===== config.mk =====
export PLATFORM = sky130hd
export DESIGN_NAME = multi_spinner
export DESIGN_NICKNAME = d
export VERILOG_FILES = /design/src/rtl/multi_spinner.sv
export SDC_FILE = /design/constraint.sdc
export NUM_CORES = 1
export LEC_CHECK = 0
export CAP_MARGIN = 5
export CORE_MARGIN = 5
export CORE_UTILIZATION = 45
export DETAILED_ROUTE_END_ITERATION = 12
export PLACE_DENSITY = 0.66
export SLEW_MARGIN = 20
export SYNTH_ARGS = -nofsm -noshare
export SYNTH_HDL_FRONTEND = slang
export SYNTH_SLANG_ARGS = --single-unit
export TNS_END_PERCENT = 20

===== constraint.sdc =====
create_clock -name clk_sys -period 10 [get_ports clk_sys]
set_input_delay 3 -clock clk_sys [delete_from_list [all_inputs] [get_ports clk_sys]]
set_output_delay 3 -clock clk_sys [all_outputs]
set_load 0.05 [all_outputs]

===== src/rtl/multi_spinner.sv =====
// multi_spinner: per-channel position accumulator that merges accelerated plus/minus
// buttons with spinner deltas, and latches each position to spin_out on a rising strobe.
module multi_spinner #(
  parameter int CHANNELS    = 2,
  parameter int WIDTH       = 8,
  parameter int TICK_DIV    = 400000,
  parameter int STEP_MIN    = 1,
  parameter int STEP_MAX    = 8,
  parameter int ACCEL_TICKS = 4,
  parameter int CENTER      = 2**(WIDTH-1),
  parameter int MIN_VAL     = 0,
  parameter int MAX_VAL     = 2**WIDTH-1
) (
  input  logic                      clk_sys,
  input  logic                      reset_n,
  input  logic                      strobe,
  input  logic [CHANNELS-1:0]       plus,
  input  logic [CHANNELS-1:0]       minus,
  input  logic [9*CHANNELS-1:0]     spin_in,
  input  logic [2*CHANNELS-1:0]     mode,
  output logic [WIDTH*CHANNELS-1:0] spin_out,
  output logic [CHANNELS-1:0]       moved
);
  localparam int SW = WIDTH + 10;
  localparam int PW = $clog2(TICK_DIV);
  localparam logic [PW-1:0]          PRESC_TOP = PW'(TICK_DIV - 1);
  localparam logic [7:0]             S_MIN     = 8'(STEP_MIN);
  localparam logic [7:0]             S_MAX     = 8'(STEP_MAX);
  localparam logic [7:0]             A_TOP     = 8'(ACCEL_TICKS);
  localparam logic signed [SW-1:0]   LO        = SW'(MIN_VAL);
  localparam logic signed [SW-1:0]   HI        = SW'(MAX_VAL);
  localparam logic signed [SW-1:0]   CEN       = SW'(CENTER);
  localparam logic signed [SW-1:0]   S_MIN_S   = SW'(STEP_MIN);
  localparam logic [WIDTH-1:0]       CEN_U     = WIDTH'(CENTER);
  localparam logic [1:0] M_WRAP = 2'd0, M_CLAMP = 2'd1, M_CENTRE = 2'd2, M_HOLD = 2'd3;

  logic [PW-1:0] presc;
  logic          tick, strobe_d, primed, latch;

  // Down-counting prescaler; terminal count at zero gives the same tick phase as 0..TICK_DIV-1.
  assign tick  = (presc == '0);
  assign latch = strobe & ~strobe_d;

  always_ff @(posedge clk_sys or negedge reset_n) begin
    if (!reset_n) begin
      presc    <= PRESC_TOP;
      strobe_d <= 1'b0;
      primed   <= 1'b0;
    end else begin
      presc    <= tick ? PRESC_TOP : presc - 1'b1;
      strobe_d <= strobe;
      primed   <= 1'b1;
    end
  end

  for (genvar g = 0; g < CHANNELS; g++) begin : g_ch
    logic [WIDTH-1:0]       pos, pos_nxt, out_q;
    logic                   moved_q, tog_q, dir_q, dir_nxt;
    logic [7:0]             step, step_nxt, cnt, cnt_nxt, eff_step, cnt_inc;
    logic [7:0]             delta;
    logic                   tog, ev, up, dn;
    logic [1:0]             md;
    logic signed [SW-1:0]   mv, dv, sum, sat;

    assign {tog, delta} = spin_in[9*g +: 9];
    assign md = mode[2*g +: 2];
    assign ev = primed & (tog ^ tog_q);
    assign up = plus[g] & ~minus[g];
    assign dn = minus[g] & ~plus[g];

    always_comb begin
      step_nxt = step;
      cnt_nxt  = cnt;
      dir_nxt  = dir_q;
      eff_step = step;
      cnt_inc  = '0;
      mv       = '0;
      if (tick) begin
        if ((up | dn) && md != M_HOLD) begin
          // a reversal restarts acceleration before this tick's move
          eff_step = (up != dir_q) ? S_MIN : step;
          cnt_inc  = ((up != dir_q) ? 8'd0 : cnt) + 8'd1;
          mv       = SW'(eff_step);
          if (dn) mv = -mv;
          dir_nxt  = up;
          if (cnt_inc == A_TOP) begin
            step_nxt = (eff_step < S_MAX) ? eff_step + 8'd1 : S_MAX;
            cnt_nxt  = '0;
          end else begin
            step_nxt = eff_step;
            cnt_nxt  = cnt_inc;
          end
        end else begin
          step_nxt = S_MIN;
          cnt_nxt  = '0;
        end
      end
      dv  = ev ? SW'($signed(delta)) : '0;
      sum = $signed(SW'(pos)) + mv + dv;
      if (sum < LO)      sat = LO;
      else if (sum > HI) sat = HI;
      else               sat = sum;
      if (md == M_CENTRE && tick && !(plus[g] | minus[g]) && !ev) begin
        if (sat < CEN)      sat = (sat + S_MIN_S > CEN) ? CEN : sat + S_MIN_S;
        else if (sat > CEN) sat = (sat - S_MIN_S < CEN) ? CEN : sat - S_MIN_S;
      end
      pos_nxt = pos;
      case (md)
        M_WRAP:            pos_nxt = sum[WIDTH-1:0];
        M_CLAMP, M_CENTRE: pos_nxt = sat[WIDTH-1:0];
        default:           pos_nxt = pos;
      endcase
    end

    always_ff @(posedge clk_sys or negedge reset_n) begin
      if (!reset_n) begin
        pos     <= CEN_U;
        out_q   <= CEN_U;
        moved_q <= 1'b0;
        tog_q   <= 1'b0;
        dir_q   <= 1'b0;
        step    <= S_MIN;
        cnt     <= '0;
      end else begin
        pos   <= pos_nxt;
        tog_q <= tog;
        step  <= step_nxt;
        cnt   <= cnt_nxt;
        dir_q <= dir_nxt;
        if (latch) begin
          out_q   <= pos;
          moved_q <= (pos != out_q);
        end else begin
          moved_q <= 1'b0;
        end
      end
    end

    assign spin_out[g*WIDTH +: WIDTH] = out_q;
    assign moved[g] = moved_q;
  end
endmodule


==> results.ini <==
[run_status]
status=complete, no violations

[routing]
first_iter_violations=502
route.detailed.drc=0
post_drt_wl_per_cell_um=16.8
dr.pass1.iters=5
vias=8566
wl_um=24700
viasPerCell=5.85
ant_nets=0

[timing]
slew_violations=0
relSlewSlack_pct=26.5
setup_viol=0
tightest_slew_ns=1.10
hold_viol_final=0
clock_skew_ns=0.00558
hold-worst-slack_ns=0.476
min_period_ns=9.51
max_clock_freq_mhz=105
finalCritPeriodShare_pct=95.1

[floorplan]
core_sq_um=20000
pin_count=47
fp.dieW_um=152
die-area_sq_um=23100
start_util_pct=45.2
die_h_um=152
core.rowCount=52

[layout]
num-fill-cells=1953
drive_gt1_share_pct=9.12
n_antenna_cell=0
area_growth_pct=13.8
multiInputGateArea_sq_um=6430
seq_area_sq_um=2300
nets=1312

[logic_synthesis]
ys_warn_count=0
synth_mux_area_share_pct=1.38
ys_seq_area_share_pct=25.4
synth_top_family_by_area=simple AND/OR/NAND/NOR gates
ys_ff_latch=91
synthesis.nets=1261
synth-xor-area-share_pct=6.57
synth_fa_ha_area_share_pct=14.4
synthArstFlopShare_pct=100
synth-compound-area-share_pct=22.4
synthSimpleGateAreaFrac_pct=25.4
synth_ff_type=dfrtp_1
synth_cell_types=85
syn_area_per_cell_sq_um=7.96
synth_cells=1139
synth-edff-count=0
syn-cell-area_sq_um=9060

[power_and_ir_drop]
pwr_density_cell_nw_per_um2=175
peakVddDrop_uv=72.2
p_total_w=0.00181
power.leakage_nw=4.59

[min_path]
hold_class=reg -> reg
hold_start=presc[0]
min_to=presc[0]
hold_depth=1

[setup_path]
crit_type=in -> reg
cp-end-kind=flop
path_common_cell=inv_1
required_ns=10.24
ff2ff_setup_slack_ns=2.36
critPathMaxFanout=7
critPathMaxStageDelay_ns=0.50
reg2reg_depth=29
cp_slowest_cell=fa_1
arrival_ns=9.75
r2r-start=presc[2]
start_kind=input pin
r2r_end=g_ch[1].pos[3]

[clock_tree]
numCtsBuffers=9
cts_tree=yes
cts_buffer_depth=2
cts.sinks=91
root_buffer=clkbuf_16
h-tree-depth=3
holdBufCountCts=0
clk_pin_slew_worst_paths_ns=0.07
insertion_delay_ns=0.35

[global_route]
grt.total_usage_pct=21.2
grt_start_max_net_pins=73
grt_pass1_wl_um=41300
grt_pass1_vias=8215
antenna_found_initial=0
overflow=0

[placed_design]
place.gp.congestion=0.937
io_buffer_count=46
hpwl_um=19000

[job]
drv_cap=0

==> sequential cells by signal (all words and copies together), names as in the netlist <==
signal        cells
presc            19
g_ch.cnt         16
g_ch.out_q       16
g_ch.pos         16
g_ch.step        16
g_ch.dir_q        2
g_ch.moved_q      2
g_ch.tog_q        2
primed            1
strobe_d          1
==> report_power, final <==
| part | internal [W] | switching (W) | leakage [nW] |
|---|---|---|---|
| sequential | 0.000422 | 0.0000858 | 1.11 |
| clock | 0.000197 | 0.000154 | 0.148 |
| combinational | 0.000361 | 0.000585 | 3.33 |
==> worst max-delay path, delay by kind of cell <==
family / cells / cell delay (ns)
fa+ha+maj: 5 / 1.56
buf+inv: 5 / 0.83
simple gates: 9 / 2.18
compound gates: 11 / 1.99
xor+xnor: 1 / 0.18
==> cells in the mapped netlist (all sizes together), types with 4 or more instances <==
master    n  area share, %
and3     31            2.2
dfstp    18            5.2
or2      10           0.69
o21ai    84            4.6
nor3b     4           0.39
mux2i     8           0.88
nand2b   12           0.83
nor2b     8           0.55
ha       75             10
a211o     4           0.39
a21o     11           0.91
nand3b    4           0.33
o211a     5           0.55
o31ai    11           0.91
or4      11           0.91
a21oi    92            5.1
clkbuf   31            1.3
nor2     80            3.3
o211ai    7           0.58
a22oi     6           0.50
mux2      4           0.50
a22o      9           0.87
o21a      9           0.75
xnor2    29            2.8
nor3     24            1.4
o21bai    4           0.33
o22ai     4           0.28
nand4    13           0.90
dfrtp    73             20
nor4b     4           0.46
inv      49            2.0
buf      15            1.0
nand2   172            7.1
or3      21            1.4
and2     17            1.2
xor2     39            3.8
o221ai    4           0.39
a211oi   15            1.4
fa       18            4.0
nand3    31            1.7
a31oi    12           0.83
nor4     15            1.3
==> area by class of cell <==
class	instances	share of cell area, %
multi-input cells	953	62.4
inverters	49	1.78
clock inverters	6	0.716
well taps	270	3.28
repair buffers	86	7.35
flip-flops and latches	91	22.3
clock buffers	10	2.22
==> cells in the final DEF (no fill, tap or decap), types with 21 or more instances in the layout <==
| cell type | instances |
|---|---|
| inv_1 | 49 |
| nor3_1 | 22 |
| o21ai_0 | 74 |
| and3_1 | 30 |
| a21oi_1 | 89 |
| or3_1 | 21 |
| nand3_1 | 31 |
| xor2_1 | 39 |
| buf_4 | 41 |
| xnor2_1 | 29 |
| dfrtp_1 | 73 |
| nand2_1 | 172 |
| clkdlybuf4s50_1 | 45 |
| ha_1 | 73 |
| nor2_1 | 80 |
==> repair_timing <==
item | 4_1_cts | 5_1_grt
buffers inserted | 0 | 0
endpoints found under the setup margin | 0 | 5
gates resized for setup | 0 | 13
==> logic make-up after synthesis <==
group / Yosys count
simple gates: 464
compound gates: 314
buf+inv: 95
fa+ha+maj: 94
flops: 91
xor+xnor: 68
mux: 12
other cells: 1
==> metrics by stage <==
step,TNS (ns),area (sq um),util (%),setup WS [ns],std cells
after floorplan,0,9060,-,0.267,1139
after global placement,0,9960,49.7,0.102,1449
after global routing,-0.0265,10300,51.5,-0.0265,1465
after CTS,0,10300,51.2,0.232,1465
after detailed placement,-0.121,9960,49.7,-0.121,1449
final,0,10300,51.5,0.489,1465
==> per-layer routing <==
layer / track usage (%) / wire [um] / vias up
met5: 0 / 0 / -
met4: 8.86 / 894 / 0
met3: 3.16 / 1170 / 52
met2: 34.5 / 11500 / 234
met1: 28.3 / 11100 / 4057
li1: - / - / 4223
==> how the worst max path moves through the flow <==
| stage | start | end | slack, ns | cells after the start |
|---|---|---|---|---|
| 4_1_cts | minus[1] | g_ch[1].pos[3] | 0.23 | 31 |
| 5_1_grt | minus[1] | g_ch[1].pos[3] | -0.03 | 31 |
| 3_3_place_gp | minus[1] | g_ch[1].pos[3] | 0.10 | 28 |
| 6_report | minus[1] | g_ch[1].pos[3] | 0.49 | 31 |
| 2_1_floorplan | minus[1] | g_ch[1].pos[3] | 0.27 | 33 |
| 3_5_place_dp | minus[1] | g_ch[1].pos[3] | -0.12 | 31 |
Power figures use the tool's default switching activity.
